### src/rtl/perf_pkg.sv
// perf_pkg: items shared by the performance-counter UART reporter.
//   MSG_LEN      - bytes per report line ("C=" + 8 hex digits + CR LF)
//   state_t      - control FSM states of perf_uart_tx
//   hex_to_ascii - 4-bit value to uppercase ASCII hex digit
package perf_pkg;

    localparam int unsigned MSG_LEN = 12;

    typedef enum logic [1:0] {
        ST_IDLE,
        ST_SEND,
        ST_WAIT,
        ST_DONE
    } state_t;

    function automatic logic [7:0] hex_to_ascii(input logic [3:0] nib);
        if (nib < 4'd10) begin
            return 8'h30 + {4'h0, nib};
        end
        // 'A' (0x41) minus 10 gives the base for digits A-F
        return 8'h37 + {4'h0, nib};
    endfunction

endpackage

### src/rtl/uart_tx_byte.sv
// uart_tx_byte: 8N1 byte serializer with a ready/valid handshake.
//   CLK_50     in   system clock
//   resetN     in   asynchronous active-low reset
//   data[7:0]  in   byte to send, taken when valid & ready
//   valid      in   data is presented
//   ready      out  serializer can take a byte this cycle
//   tx         out  serial line, idle high
//   frame_done out  one-cycle pulse in the final cycle of the stop bit
module uart_tx_byte #(
    parameter int unsigned CLKS_PER_BIT = 434
) (
    input  logic       CLK_50,
    input  logic       resetN,
    input  logic [7:0] data,
    input  logic       valid,
    output logic       ready,
    output logic       tx,
    output logic       frame_done
);

    localparam int unsigned CNT_W = (CLKS_PER_BIT > 1) ? $clog2(CLKS_PER_BIT) : 1;
    localparam logic [CNT_W-1:0] CNT_LAST = CNT_W'(CLKS_PER_BIT - 1);
    localparam logic [3:0] BIT_LAST_DATA = 4'd8;
    localparam logic [3:0] BIT_STOP      = 4'd9;

    logic             active;
    logic [7:0]       shreg;
    logic [CNT_W-1:0] bit_cnt;
    logic [3:0]       bit_idx;   // 0 = start, 1..8 = data, 9 = stop
    logic             bit_end;
    logic             accept;

    assign bit_end    = active && (bit_cnt == CNT_LAST);
    assign frame_done = bit_end && (bit_idx == BIT_STOP);
    // The last stop-bit cycle counts as idle so a following byte starts
    // on the very next cycle with no gap on the line.
    assign ready      = !active || frame_done;
    assign accept     = valid && ready;

    always_ff @(posedge CLK_50 or negedge resetN) begin
        if (!resetN) begin
            active  <= 1'b0;
            shreg   <= '0;
            bit_cnt <= '0;
            bit_idx <= '0;
            tx      <= 1'b1;
        end else if (accept) begin
            active  <= 1'b1;
            shreg   <= data;
            bit_cnt <= '0;
            bit_idx <= '0;
            tx      <= 1'b0;
        end else if (active) begin
            if (bit_end) begin
                bit_cnt <= '0;
                if (bit_idx == BIT_STOP) begin
                    active  <= 1'b0;
                    bit_idx <= '0;
                    tx      <= 1'b1;
                end else if (bit_idx == BIT_LAST_DATA) begin
                    bit_idx <= bit_idx + 4'd1;
                    tx      <= 1'b1;
                end else begin
                    bit_idx <= bit_idx + 4'd1;
                    tx      <= shreg[0];
                    shreg   <= {1'b0, shreg[7:1]};
                end
            end else begin
                bit_cnt <= bit_cnt + 1'b1;
            end
        end
    end

endmodule

### src/rtl/perf_uart_tx.sv
// perf_uart_tx: on a rising edge of `finished`, snapshots cycle_count and
// sends "C=XXXXXXXX\r\n" (uppercase hex, MSB nibble first) over 8N1 UART.
//   CLK_50       in   system clock
//   resetN       in   asynchronous active-low reset
//   finished     in   level; 0->1 starts one report
//   cycle_count  in   live 32-bit count, sampled at the trigger only
//   uart_tx      out  serial line, idle high
//   busy         out  report in progress
//   done         out  report complete, held until finished falls
module perf_uart_tx
    import perf_pkg::*;
#(
    parameter int unsigned CLK_FREQ     = 50_000_000,
    parameter int unsigned BAUD         = 115_200,
    parameter int unsigned CLKS_PER_BIT = CLK_FREQ / BAUD
) (
    input  logic        CLK_50,
    input  logic        resetN,
    input  logic        finished,
    input  logic [31:0] cycle_count,
    output logic        uart_tx,
    output logic        busy,
    output logic        done
);

    localparam logic [3:0] LAST_IDX = 4'(MSG_LEN - 1);

    state_t      state;
    logic        finished_d;
    logic [31:0] snapshot;
    logic [3:0]  byte_idx;
    logic [3:0]  next_idx;
    logic [3:0]  sel_idx;
    logic [7:0]  cur_byte;
    logic        trigger;
    logic        ser_valid;
    logic        ser_ready;
    logic        frame_done;

    assign trigger  = finished && !finished_d && (state == ST_IDLE);
    assign next_idx = byte_idx + 4'd1;
    assign busy     = (state == ST_SEND) || (state == ST_WAIT);
    assign done     = (state == ST_DONE);

    // Bytes after the first are handed over in WAIT on the frame_done cycle,
    // so the mux looks one byte ahead there; SEND is only used for byte 0.
    assign sel_idx   = (state == ST_WAIT) ? next_idx : byte_idx;
    assign ser_valid = (state == ST_SEND) ||
                       ((state == ST_WAIT) && frame_done && (byte_idx != LAST_IDX));

    always_comb begin
        cur_byte = '0;
        case (sel_idx)
            4'd0:    cur_byte = 8'h43;
            4'd1:    cur_byte = 8'h3D;
            4'd2:    cur_byte = hex_to_ascii(snapshot[31:28]);
            4'd3:    cur_byte = hex_to_ascii(snapshot[27:24]);
            4'd4:    cur_byte = hex_to_ascii(snapshot[23:20]);
            4'd5:    cur_byte = hex_to_ascii(snapshot[19:16]);
            4'd6:    cur_byte = hex_to_ascii(snapshot[15:12]);
            4'd7:    cur_byte = hex_to_ascii(snapshot[11:8]);
            4'd8:    cur_byte = hex_to_ascii(snapshot[7:4]);
            4'd9:    cur_byte = hex_to_ascii(snapshot[3:0]);
            4'd10:   cur_byte = 8'h0D;
            4'd11:   cur_byte = 8'h0A;
            default: cur_byte = '0;
        endcase
    end

    always_ff @(posedge CLK_50 or negedge resetN) begin
        if (!resetN) begin
            finished_d <= 1'b0;
        end else begin
            finished_d <= finished;
        end
    end

    always_ff @(posedge CLK_50 or negedge resetN) begin
        if (!resetN) begin
            state    <= ST_IDLE;
            snapshot <= '0;
            byte_idx <= '0;
        end else begin
            case (state)
                ST_IDLE: begin
                    if (trigger) begin
                        snapshot <= cycle_count;
                        byte_idx <= '0;
                        state    <= ST_SEND;
                    end
                end
                ST_SEND: begin
                    if (ser_ready) begin
                        state <= ST_WAIT;
                    end
                end
                ST_WAIT: begin
                    if (frame_done) begin
                        if (byte_idx == LAST_IDX) begin
                            state <= ST_DONE;
                        end else begin
                            byte_idx <= next_idx;
                        end
                    end
                end
                ST_DONE: begin
                    if (!finished) begin
                        state <= ST_IDLE;
                    end
                end
                default: state <= ST_IDLE;
            endcase
        end
    end

    uart_tx_byte #(
        .CLKS_PER_BIT(CLKS_PER_BIT)
    ) u_ser (
        .CLK_50    (CLK_50),
        .resetN    (resetN),
        .data      (cur_byte),
        .valid     (ser_valid),
        .ready     (ser_ready),
        .tx        (uart_tx),
        .frame_done(frame_done)
    );

endmodule

### config.mk
export PLATFORM = sky130hd
export DESIGN_NAME = perf_uart_tx
export DESIGN_NICKNAME = d
export VERILOG_FILES = /design/src/rtl/perf_pkg.sv /design/src/rtl/uart_tx_byte.sv /design/src/rtl/perf_uart_tx.sv
export SDC_FILE = /design/constraint.sdc
export NUM_CORES = 1
export LEC_CHECK = 0
export ABC_AREA = 1
export BUFFER_PORTS_ARGS = -buffer_cell sky130_fd_sc_hd__buf_2
export CAP_MARGIN = 20
export CORE_MARGIN = 1
export CORE_UTILIZATION = 60
export DETAILED_ROUTE_END_ITERATION = 7
export HOLD_SLACK_MARGIN = 0.02
export PLACE_DENSITY = 0.82
export SYNTH_ARGS = -nofsm -noshare
export SYNTH_HDL_FRONTEND = slang
export SYNTH_SLANG_ARGS = --single-unit
### constraint.sdc
create_clock -name CLK_50 -period 5.5 [get_ports CLK_50]
set_input_delay 0.275 -clock CLK_50 [delete_from_list [all_inputs] [get_ports CLK_50]]
set_output_delay 0.275 -clock CLK_50 [all_outputs]
set_load 0.01 [all_outputs]
* Word level (Yosys, flattened, before mapping)
Index checks and enable logic that the tools add are counted.
W data, S select, Z words.
** Operators by class
- Equal/unequal tests :: 27
- Muxes and demuxes :: 65
- Order comparisons :: 8
- Shifts and indexed selects :: 0
- Reductions and logical operators :: 22
- Add/sub/neg operators :: 19
- Multipliers :: 0
- Divide/modulo/power cells :: 0
- Bitwise gates (word level) :: 0
** Operators by type and width (count)
- $mux W8 :: 21
- $add A6 B4 Y7 const A :: 16
- $pmux W8 S12 :: 1
- $lt A4 B4 Y1 const B :: 8
- $mux W4 :: 8
- $eq A4 B4 Y1 const B :: 7
- $mux W9 :: 3
- $mux W1 :: 25
- $eq A4 B3 Y1 const B :: 4
- $mux W2 :: 5
- $add A9 B1 Y9 const B :: 1
- $eq A9 B9 Y1 const B :: 1
- $add A4 B1 Y4 const B :: 2
- $eq A4 B2 Y1 const B :: 2
- $ne A2 B1 Y1 const B :: 4
- $ne A2 B2 Y1 const B :: 4
- $pmux W2 S4 :: 1
- $pmux W4 S2 :: 1
- $reduce_and A4 Y1 :: 2
- $logic_and A1 B1 Y1 :: 7
- $reduce_bool A2 Y1 :: 3
- $reduce_and A5 Y1 :: 1
- $eq A2 B2 Y1 const B :: 2
- $eq A4 B1 Y1 const B :: 1
- 7 further kinds :: 11
** Storage, ports and cells
- Output and inout port bits :: 3
- Memory bits (read-only) :: 0
- Latch bits :: 0
- Memory bits (writable) :: 0
- Bits of input ports :: 35
- Memories :: 0
- Flip-flop bits (word level) :: 62
- Logic and storage cells :: 150

* Longest topological paths before layout
- Depth in word-level cells :: 9
- Depth in mapped cells :: 14
- Mapped depth without buffers :: 13

* By module
From an unflattened synthesis, not the netlist that was laid out.
** Unflattened totals
- Cell total of the unflattened synthesis :: 622
- Area, all modules :: 4362.9 µm²
** Modules (own cells, without submodules)
- perf_uart_tx :: instances 1, cells each 456, seq. area each 975.9 µm², area an instance 3061.7 µm²
- uart_tx_byte :: instances 1, cells each 166, seq. area each 576.8 µm², area an instance 1301.2 µm²

* Worst setup path before layout
OpenSTA, ideal clock, no wires.
- Path type :: reg2reg
- Start :: register state[0]
- End :: register u_ser.shreg[4]
- Data required time :: 5.427 ns
- Library setup time :: 0.073 ns
- Arrival :: 1.841 ns
- Buffers on the path :: 1
- Slack :: 3.586 ns
- Clock period less this slack :: 1.914 ns
- Cell stages (with the launch flop) :: 13
- Cell sequence :: dfrtp_1 inv_1 ha_1 ha_1 inv_1 nor2_2 buf_2 nand4_1 nand2_1 nor2_1 nand3_1 nand2_1 a21oi_2
** Between the ends
- Longest elaborated chain between the ends :: 7
- Elaborated cells on any way between the ends :: 26
- Those cells by class :: 15 x eq/ne; 3 x mux; 8 x reduce/logical
** RTL lines
- from (decl) :: line perf_uart_tx.sv:28 : state_t state;
- from (signal assigned) :: line perf_uart_tx.sv:80 : state <= ST_IDLE;
- from (signal assigned) :: line perf_uart_tx.sv:89 : state <= ST_SEND;
- from (signal assigned) :: line perf_uart_tx.sv:94 : state <= ST_WAIT;
- parallel branches: the longest is 7 deep, another holds $pmux W8 S12
- to (signal assigned) :: line uart_tx_byte.sv:49 : shreg <= data;
- to (signal assigned) :: line uart_tx_byte.sv:66 : shreg <= {1'b0, shreg[7:1]};
- to (decl) :: line uart_tx_byte.sv:27 : logic [7:0] shreg;
Parallel ways; which one is timed is not known.
A chain may end at the register's enable or synchronous reset.

* Worst setup path in the final report
- Start :: register state[0]
- End :: register u_ser.shreg[3]
Same word-level chain as after synthesis.

==> qor.csv <==
metric,value,unit
largest net degree at the start of global routing,63,
H-tree levels,3,
max frequency,0.353,GHz
I/O pins,38,
R2R setup slack,2.67,ns
layout cell share with drive strength beyond 1,14.4,%
initial antenna violation count,0,
RSZ-0062 raised after global routing,no,
Clock Tree Buf Depth,2,
PostCTS Resize Cnt,0,
Inserted Diodes,0,
switching power,0.191,mW
fin crit period,2.83,ns
port buffer count,37,
period utilization,51.4,%
Synth top area share,35.9,%
Seq pwr share,50.2,%
TritonCTS buffer count,9,
Vias,3894,
Post-DRT Antenna Nets,0,
final core occ,67.8,%
largest cells by area after synthesis,"dfrtp_1 (36%), nand2_1 (11%), nor2_1 (8.7%)",
final slew viol count,0,
global-route usage over all layers,27.2,%
"Warnings, synthesis",0,
Worst Setup End Kind,flop,
Peak VDD IR,0.131,mV
Residual DRC,0,
first-pass GRT wire length,15800,um
Combinational Power Share,2.4,%
Worst Path Arrival,3.09,ns
drt pass-1 iters,5,
area grow syn2layout,9.45,%
GPL Wtd Cong,0.976,
maxcap violations,0,
Synth Register Bits,61,
Initial Utilization,61.9,%
Vias per Instance,5.51,
# Post-CTS Setup Buffers,0,
"Cell Area, Synth",0.00418,sq mm
DIE AREA,0.00731,sq mm
Clock Sinks,61,
Mapped Cells,591,
Worst Path Max Fanout,13,
run status,"finished, final reports clean",
nets,676,
setup TNS,0,ns
Clock Latency Late Sink,0.33,ns
post-synthesis cell type with the largest combined area,dfrtp_1,
Critical Path RT,5.76,ns
count of final setup violators,0,
cts hold-fix bufs,0,
Critical Path Start Type,flop,
HP Class,primary input to asynchronous set/reset pin,
Netlist cell types,35,
Sw Ratio,21.3,%
Worst-Margin Slew,0.848,ns
register area share after synthesis,36.5,%
"Remaining Overflow, GRT",0,
headroom to the max-slew limit,43.3,%
CORE AREA,0.00676,sq mm
Worst Setup Path Type,flop to flop,
Fill cells,592,
DIE HEIGHT,85.5,um
post-DP HPWL,6850,um
Clk pwr share,47.4,%
Post-Route WL,9330,um
Final Hold Vio Count,0,
CTS tree,built,
Worst Skew,0.00864,ns
Pint,0.704,mW
Root Buffer,clkbuf_8,
number of global-route vias before repair,3534,
clock slew at reported path FFs,0.07,ns
initial drt markers,289,
leakage power,2.49,nW
syn nets,645,
WL/cell,13.2,um
Site Rows,30,
Die Wd,85.5,um
Post-Synthesis Mean Instance Area,7.08,sq um
pwr/cell area,195,mW/mm^2
-- cells in the final DEF (no fill, tap or decap), drive strengths merged --
| cell | count |
|---|---|
| nor4 | 1 |
| nand4 | 36 |
| dfrtp | 60 |
| mux2 | 2 |
| dfstp | 1 |
| a31oi | 1 |
| clkbuf | 13 |
| a211oi | 2 |
| clkinv | 2 |
| xor2 | 8 |
| nor3b | 1 |
| buf | 39 |
| nand2 | 126 |
| o21ai | 39 |
| clkinvlp | 1 |
| o22ai | 2 |
| inv | 81 |
| o211ai | 2 |
| ha | 19 |
| nand3 | 31 |
| nor2 | 103 |
| o221a | 1 |
| a21oi | 45 |
| nor3 | 9 |
| bufinv | 1 |
| o2bb2ai | 1 |
-- area by class of cell --
type / instances / area (sq um) / area share, %
Clock inverter: 3 / 42.5 / 0.929
Clock buffer: 13 / 169 / 3.69
Tap cell: 80 / 100 / 2.19
Sequential cell: 61 / 1530 / 33.4
Multi-Input combinational cell: 429 / 2230 / 48.7
Timing Repair Buffer: 39 / 200 / 4.37
Inverter: 82 / 308 / 6.72
-- power by group through the flow --
stage          clock, mW  combinational, mW  sequential [mW]
2_1_floorplan          0           0.000348            0.458
6_report           0.424             0.0211            0.449
5_1_grt            0.447             0.0249            0.449
4_1_cts            0.431             0.0222            0.449
3_3_place_gp           0             0.0213            0.457
3_5_place_dp           0             0.0220            0.457
-- synthesized netlist by cell type, drive strengths merged --
cell type and instances:
nand4 36, xor2 8, mux2 2, o211ai 2, ha 19, o2bb2ai 1
o21ai 39, clkbuf 6, nand3 31, a21oi 45, a31oi 1, o221a 1
nor2 103, buf 13, a211oi 2, nor3 9, dfstp 1, nand2 126
dfrtp 60, nor3b 1, o22ai 2, inv 81, nor4 1, clkinv 1
-- sequential cells by signal (all words and copies together) (netlist names) --
| signal | cells |
|---|---|
| snapshot | 32 |
| u_ser.bit_cnt | 9 |
| u_ser.shreg | 7 |
| byte_idx | 4 |
| u_ser.bit_idx | 4 |
| state | 2 |
| finished_d | 1 |
| u_ser.active | 1 |
| u_ser.tx | 1 |
-- final timing paths --
kind	from	endpoint	depth (start not counted)
worst max register to register	state[0]	u_ser.shreg[3]	10
max in group asynchronous	resetN	u_ser.shreg[6]	2
worst min-delay path	resetN	snapshot[11]	2
worst min register to register	u_ser.shreg[4]	u_ser.shreg[4]	2
worst max-delay path	state[0]	u_ser.shreg[3]	10
min in group CLK_50	finished	finished_d	1
-- critical path, cell delays in order, from the launching register on --
cell	delay, ns
dfrtp_1	0.42
inv_1	0.09
ha_1	0.55
ha_1	0.38
nor2_1	0.67
nand2_1	0.24
inv_1	0.10
nor2_1	0.05
nand3_1	0.08
nand2_1	0.07
a21oi_2	0.12
-- stage by stage --
stage                     std cells  setup WS (ns)  hold slack (ns)  total power, mW  cell area, sq um
after CTS                       707           2.71           0.0975            0.902              4580
after detailed placement        691           2.73            0.451            0.479              4370
after global routing            707           2.41            0.102            0.920              4580
after global placement          691           2.75            0.443            0.479              4370
after floorplan                 591           3.59          -0.0206            0.458              4180
final                           707           2.67           0.0927            0.894              4580
-- per-layer routing --
layer	share of wire, %	GRT usage [%]	up-vias
met4	1.4	8.33	0
met5	0	0	-
li1	-	-	1993
met1	48	37.2	1796
met3	4.2	4.43	13
met2	46	44.7	92
-- kinds of logic after synthesis --
| family | Yosys count | share of synthesized area [%] |
|---|---|---|
| AND/OR/NAND/NOR | 307 | 32.7 |
| buffers and inverters | 101 | 10.3 |
| AO/OA/AOI/OAI | 93 | 12.7 |
| flip-flops | 61 | 36.5 |
| adder cells (fa/ha/maj) | 19 | 5.68 |
| XOR/XNOR | 8 | 1.67 |
| multiplexers | 2 | 0.538 |
Power figures use the tool's default switching activity.
